File: config.mk
export PLATFORM = sky130hd
export DESIGN_NAME = if_bus_ctrl
export DESIGN_NICKNAME = d
export VERILOG_FILES = /design/src/rtl/if_bus_ctrl_pkg.sv /design/src/rtl/if_bus_ctrl.sv
export SDC_FILE = /design/constraint.sdc
export NUM_CORES = 1
export LEC_CHECK = 0
export CAP_MARGIN = 20
export CORE_AREA = 2 2 81 91
export CTS_CLUSTER_SIZE = 40
export DETAILED_ROUTE_END_ITERATION = 7
export DIE_AREA = 0 0 83 93
export PLACE_DENSITY_LB_ADDON = 0.08
export SLEW_MARGIN = 10
export SYNTH_ARGS = -nofsm -noshare
export SYNTH_HDL_FRONTEND = slang
export SYNTH_SLANG_ARGS = --single-unit
File: constraint.sdc
create_clock -name clk -period 2.9 [get_ports clk]
set_clock_uncertainty 0.1 [all_clocks]
set_input_delay 0.29 -clock clk [delete_from_list [all_inputs] [get_ports clk]]
set_output_delay 0.29 -clock clk [all_outputs]
set_load 0.005 [all_outputs]
File: src/rtl/if_bus_ctrl_pkg.sv
// Shared constants for the instruction-fetch bus master.
// Holds bus widths, FSM state encodings, the NOP word and enable levels.
package if_bus_ctrl_pkg;

  localparam int unsigned ADDR_W = 30;
  localparam int unsigned DATA_W = 32;

  // FSM state encodings (2 bits)
  localparam logic [1:0] IF_BUS_IDLE   = 2'd0;
  localparam logic [1:0] IF_BUS_REQ    = 2'd1;
  localparam logic [1:0] IF_BUS_ACCESS = 2'd2;
  localparam logic [1:0] IF_BUS_HOLD   = 2'd3;

  // Word presented to the IF register when nothing valid is available
  localparam logic [DATA_W-1:0] ISA_NOP = DATA_W'(32'h0000_0000);

  localparam logic ENABLE  = 1'b1;
  localparam logic DISABLE = 1'b0;

endpackage

File: src/rtl/if_bus_ctrl.sv
// Instruction-fetch bus master sitting in front of the IF pipeline register.
// Runs request/grant/ready transactions for the next PC and hands the fetched
// word to the pipeline, parking it in a one-entry buffer while the pipe stalls.
// Ports:
//   clk, reset_            clock, synchronous active-high reset
//   Addr, Req              next fetch word address and fetch request
//   Stall, Flush           pipeline stall / flush
//   BusReq, BusGrnt        arbiter request (registered) and grant
//   BusAs_, BusAddr        address strobe (active-low) and fetch address (registered)
//   BusRdy, BusRdData      read data valid and read data
//   Insn, Busy             fetched word (or NOP) and stall request (combinational)
module if_bus_ctrl
  import if_bus_ctrl_pkg::*;
(
  input  logic              clk,
  input  logic              reset_,
  input  logic [ADDR_W-1:0] Addr,
  input  logic              Req,
  input  logic              Stall,
  input  logic              Flush,
  output logic              BusReq,
  input  logic              BusGrnt,
  output logic              BusAs_,
  output logic [ADDR_W-1:0] BusAddr,
  input  logic              BusRdy,
  input  logic [DATA_W-1:0] BusRdData,
  output logic [DATA_W-1:0] Insn,
  output logic              Busy
);

  logic [1:0]        state;
  logic [1:0]        state_nxt;
  logic [DATA_W-1:0] buffer;
  logic [DATA_W-1:0] buffer_nxt;
  logic              discard;
  logic              discard_nxt;
  logic [ADDR_W-1:0] addr_nxt;
  logic              word_ok;
  logic              deliver;

  // State, buffer and registered bus outputs
  always_ff @(posedge clk) begin
    if (reset_) begin
      state   <= IF_BUS_IDLE;
      buffer  <= ISA_NOP;
      discard <= 1'b0;
      BusAddr <= '0;
      BusReq  <= DISABLE;
      BusAs_  <= 1'b1;
    end else begin
      state   <= state_nxt;
      buffer  <= buffer_nxt;
      discard <= discard_nxt;
      BusAddr <= addr_nxt;
      // Bus outputs are decoded from the next state so they track the state register
      BusReq  <= (state_nxt == IF_BUS_REQ) || (state_nxt == IF_BUS_ACCESS);
      BusAs_  <= (state_nxt != IF_BUS_ACCESS);
    end
  end

  // Word delivery to the pipeline: returned bus word or the parked buffer
  always_comb begin
    word_ok = (state == IF_BUS_ACCESS) && BusRdy && !discard && !Flush;
    deliver = (word_ok && !Stall) ||
              ((state == IF_BUS_HOLD) && !Stall && !Flush);
    Insn    = ISA_NOP;
    if (word_ok) begin
      Insn = BusRdData;
    end else if (state == IF_BUS_HOLD) begin
      Insn = buffer;
    end
    Busy = Req && !deliver && !Flush;
  end

  // Next-state logic
  always_comb begin
    state_nxt   = state;
    buffer_nxt  = buffer;
    discard_nxt = discard;
    addr_nxt    = BusAddr;
    case (state)
      IF_BUS_IDLE: begin
        if (Req && !Flush) state_nxt = IF_BUS_REQ;
      end
      IF_BUS_REQ: begin
        if (Flush) begin
          state_nxt = IF_BUS_IDLE;
        end else if (BusGrnt) begin
          state_nxt   = IF_BUS_ACCESS;
          addr_nxt    = Addr;
          discard_nxt = 1'b0;
        end
      end
      IF_BUS_ACCESS: begin
        if (BusRdy) begin
          if (discard || Flush) begin
            state_nxt = (Req && !Flush) ? IF_BUS_REQ : IF_BUS_IDLE;
          end else if (Stall) begin
            buffer_nxt = BusRdData;
            state_nxt  = IF_BUS_HOLD;
          end else begin
            state_nxt = Req ? IF_BUS_REQ : IF_BUS_IDLE;
          end
        end else if (Flush) begin
          // The bus cycle cannot be aborted; remember to drop its data
          discard_nxt = 1'b1;
        end
      end
      IF_BUS_HOLD: begin
        if (Flush) begin
          state_nxt  = IF_BUS_IDLE;
          buffer_nxt = ISA_NOP;
        end else if (!Stall) begin
          state_nxt = Req ? IF_BUS_REQ : IF_BUS_IDLE;
        end
      end
      default: state_nxt = IF_BUS_IDLE;
    endcase
  end

endmodule
Word-level counts from Yosys, hierarchy flattened
Cells that the tools add are included.
- flip-flop bits (word level): 67
- input port bits: 69
- output and inout port bits: 65
- logic and storage cells: 66
- eq/ne operators: 14
- bitwise logic cells: 1
- reductions and logical operators: 22
- multiplexer cells: 23
- operator list (kind ; count):
    $mux W32 ; 6
    $pmux W32 S2 ; 1
    $ne A2 B2 Y1 const B ; 9
    $mux W2 ; 8
    $reduce_and A5 Y1 ; 2
    $logic_and A1 B1 Y1 ; 9
    $pmux W2 S4 ; 1
    $eq A2 B2 Y1 const B ; 3
    $mux W1 ; 6
    $eq A2 B1 Y1 const B ; 2
    $logic_not A1 Y1 ; 4
    $reduce_bool A2 Y1 ; 2
    $logic_or A1 B1 Y1 ; 3
    $reduce_and A3 Y1 ; 1
    $logic_not A2 Y1 ; 1
    $pmux W1 S2 ; 1
    $not A1 Y1 ; 1

Logic depth before layout (Yosys ltp)
- depth after elaboration: 9
- mapped depth: 6
- mapped depth without buffers: 5

Worst setup path before layout
Ideal clock, no wire load.
- path kind: reg-to-output
- from: register state[0]
- to: output Insn[0]
- path buffers: 2
- data required time: 2.510 ns
- data arrival time: 1.161 ns
- cell stages (with the launch flop): 5
- slack: 1.349 ns
- path through: dfxtp_1 -> and2_1 -> clkbuf_1 -> clkbuf_1 -> a22o_1
- word-level cells in the longest chain between the ends: 5
- elaborated cells on any way between the ends: 7
- those cells by class: eq/ne: 2; mux: 2; reduce/logical: 3
- ends and longest elaborated chain (item ; RTL line ; text):
    from (decl) ; if_bus_ctrl.sv:31 ; logic [1:0] state;
    from (signal assigned) ; if_bus_ctrl.sv:51 ; state <= state_nxt;
    $eq A2 B2 Y1 ; if_bus_ctrl.sv:63 ; word_ok = (state == IF_BUS_ACCESS) && BusRdy && !discard && !Flush;
    $logic_and A1 B1 Y1 (3 in a row) ; if_bus_ctrl.sv:63 ;
    $mux W32 * ; if_bus_ctrl.sv:67 ; if (word_ok) begin
    to (decl) ; if_bus_ctrl.sv:27 ; output logic [DATA_W-1:0] Insn,
Mark *: on every way between the ends. The rest lies on a longest branch, timed or not.

Worst setup path after layout
- from: register state[1]
- to: output Insn[28]
The elaborated chain is that of the path after synthesis.

==> impl_metrics.py <==
metrics = {
    "status": {
        "status": "finished clean",
    },
    "floorplan": {
        "row_count": 32,
        "io_pins": 134,
        "coreArea_um2": 6850,
        "die_h_um": 93,
        "die_x_um": 83,
        "initial_utilization": 0.425,
        "die-area_um2": 7720,
    },
    "route": {
        "routed_wl_mm": 7.68,
        "first_iter_violations": 83,
        "dr.pass1.iters": 4,
        "drc_errors": 0,
        "vias": 2829,
        "avgRoutedWirePerCell_um": 13.7,
        "ant_nets": 0,
        "vias_per_cell": 5.04,
    },
    "placed_design": {
        "detailed_place_hpwl_mm": 5.32,
        "globalplace.congestion": 0.814,
        "post-place-ws_ns": 0.381,
        "dp_cells": 545,
        "port_buffers": 133,
    },
    "setup_path": {
        "r2r_setup_slack_ns": 1.18,
        "required_ns": 2.51,
        "critPathLaunchType": "flop",
        "path_class": "reg2out",
        "critPathCaptureType": "output port",
        "arrival_ns": 2.20,
        "critPathMaxFanout": 25,
    },
    "power_and_ir_drop": {
        "p_seq_frac": 0.501,
        "p_leak_nw": 1.81,
        "clkPwrFrac": 0.405,
        "p_per_area_nw_per_um2": 411,
        "switching_share": 0.218,
        "p_comb_frac": 0.094,
        "p_int_mw": 1.45,
        "finalPower_mw": 1.85,
        "p_sw_mw": 0.405,
        "ir_worst_vdd_uv": 352,
    },
    "layout": {
        "nNetsFinal": 541,
        "final_cells": 561,
        "multi_input_comb_area_um2": 1440,
        "final-seq-area_um2": 1340,
        "drive_gt1_frac": 0.0588,
        "fillCellCount": 576,
        "n_antenna_cell": 0,
        "syn2layout_area_growth_pct": 55.0,
    },
    "clocking": {
        "post_cts_buffers": 0,
        "cts_max_level": 3,
        "cts_resized": 0,
        "clkTransAtPathRegs_ns": 0.07,
        "clk_latency_ns": 0.33,
        "root_buffer": "clkbuf_8",
        "cts_tree": "done",
        "clockBufferDepth": 2,
        "ctsHoldBuffers": 0,
        "cts_buffers": 9,
        "cts_sinks": 67,
    },
    "yosys": {
        "ys_ff_latch": 67,
        "postSynthCellCount": 347,
        "avgSynthCellArea_um2": 8.39,
        "synth_nets": 417,
        "ys_warn_count": 0,
        "syn_area_um2": 2910,
        "ys_seq_area_frac": 0.461,
        "synth_cell_types": 29,
    },
    "sta": {
        "period_share": 0.893,
        "relSlewSlack": 0.634,
        "fin_setup_tns_ns": 0,
        "min_period_ns": 2.59,
        "hold_violations": 0,
        "max_freq_mhz": 386,
        "slew_viol_final": 0,
        "rsz0062_at_grt": "no",
        "tightest_slew_ns": 0.550,
        "setup_viol": 0,
        "worst_slack_ns": 0.311,
    },
    "grt": {
        "grt_pass1_vias": 2615,
        "grt.total_usage": 0.197,
        "met2_usage": 0.327,
        "busiest_layer": "met2",
        "met3_usage": 0.0688,
        "overflow": 0,
        "antenna_found_initial": 0,
        "grt_pass1_wl_mm": 12.5,
        "grt_max_degree": 34,
        "gr-usage-met1": 0.237,
    },
    "worst_hold_path": {
        "hold_path_class": "reg2reg",
    },
    "flow_run": {
        "cap_violations": 0,
    },
}
==> cell usage in the layout (no fill, tap or decap), drive strengths merged, types with 2 or more instances in the layout <==
cell / netlist / layout
mux2i: 33 / 33
nand2b: 3 / 3
a21oi: 30 / 30
inv: 3 / 3
clkinv: 1 / 4
buf: 13 / 8
a22o: 32 / 32
o221a: 2 / 2
clkbuf: 15 / 11
nor2: 3 / 3
o22ai: 2 / 2
nor2b: 2 / 2
nand2: 126 / 126
clkdlybuf4s50: 0 / 133
dfxtp: 67 / 67
==> routing by layer <==
layer | vias up | routed length, um
met2 | 87 | 3670
met1 | 1298 | 3320
met4 | 0 | 174
li1 | 1428 | -
met3 | 16 | 507
met5 | - | 0
==> flip-flops by register name (all words and copies together) (netlist names) <==
name,cells
BusAs_,1
discard,1
state,2
BusAddr,30
BusReq,1
buffer,32
==> worst paths after layout <==
kind,startpoint,to,cells past startpoint
setup / recovery,state[1],Insn[28],4
hold / removal,BusAddr[13],BusAddr[13],2
setup reg to reg,state[1],BusAddr[23],4
hold reg to reg,BusAddr[13],BusAddr[13],2
==> layout make-up <==
class                           instances  area share
Multi-Input combinational cell        248       0.319
Timing Repair Buffer                  141       0.314
Sequential cell                        67       0.297
Clock buffer                           11      0.0313
Tap cell                               85      0.0236
Clock inverter                          5      0.0116
Inverter                                4     0.00333
==> power by group through the flow <==
stage          combinational (mW)  clock, mW  sequential (mW)
5_1_grt                     0.188      0.820            0.928
6_report                    0.175      0.751            0.928
4_1_cts                     0.175      0.773            0.928
3_5_place_dp                0.174          0            0.949
3_3_place_gp                0.172          0            0.949
2_1_floorplan              0.0482          0            0.949
==> synth_stat cells, drive strengths merged <==
master / number / area, um2
buf: 13 / 65.1
a22o: 32 / 280
nand2: 126 / 473
o221a: 2 / 22.5
a21boi: 1 / 7.51
clkbuf: 15 / 56.3
o32a: 1 / 10.0
a211oi: 1 / 7.51
o22ai: 2 / 12.5
nand4: 1 / 6.26
inv: 3 / 11.3
nand2b: 3 / 18.8
o31ai: 1 / 7.51
clkinv: 1 / 3.75
mux2i: 33 / 330
a31oi: 1 / 6.26
or2: 1 / 6.26
and4: 1 / 8.76
or3: 1 / 6.26
nor2: 3 / 11.3
nor2b: 2 / 12.5
o21ai: 1 / 5.00
dfxtp: 67 / 1340
and2: 1 / 6.26
ha: 1 / 12.5
nand4bb: 1 / 11.3
a21oi: 30 / 150
nor3b: 1 / 7.51
and4bb: 1 / 12.5
==> cells by family (layout without fill, tap and decap cells) <==
group,Yosys count,in the layout,synth area share
mux,33,33,0.114
fa+ha+maj,1,1,0.00430
flops,67,67,0.461
compound gates,72,72,0.175
simple gates,142,142,0.199
buf+inv,32,161,0.0469
==> through the flow <==
stage,cell area (um2),hold slack [ns],util
after floorplan,2910,0.326,-
after global placement,4320,0.341,0.631
after detailed placement,4320,0.347,0.631
after CTS,4510,0.356,0.659
after global routing,4510,0.374,0.659
final,4510,0.353,0.659
==> worst max-delay path: stages (launching register included) <==
cell and delay (ns):
dfxtp_1 0.53, and2_1 0.43, buf_12 0.22, a22o_1 0.15, clkdlybuf4s50_1 0.51
Note: power is estimated with default switching activity, not from simulation.
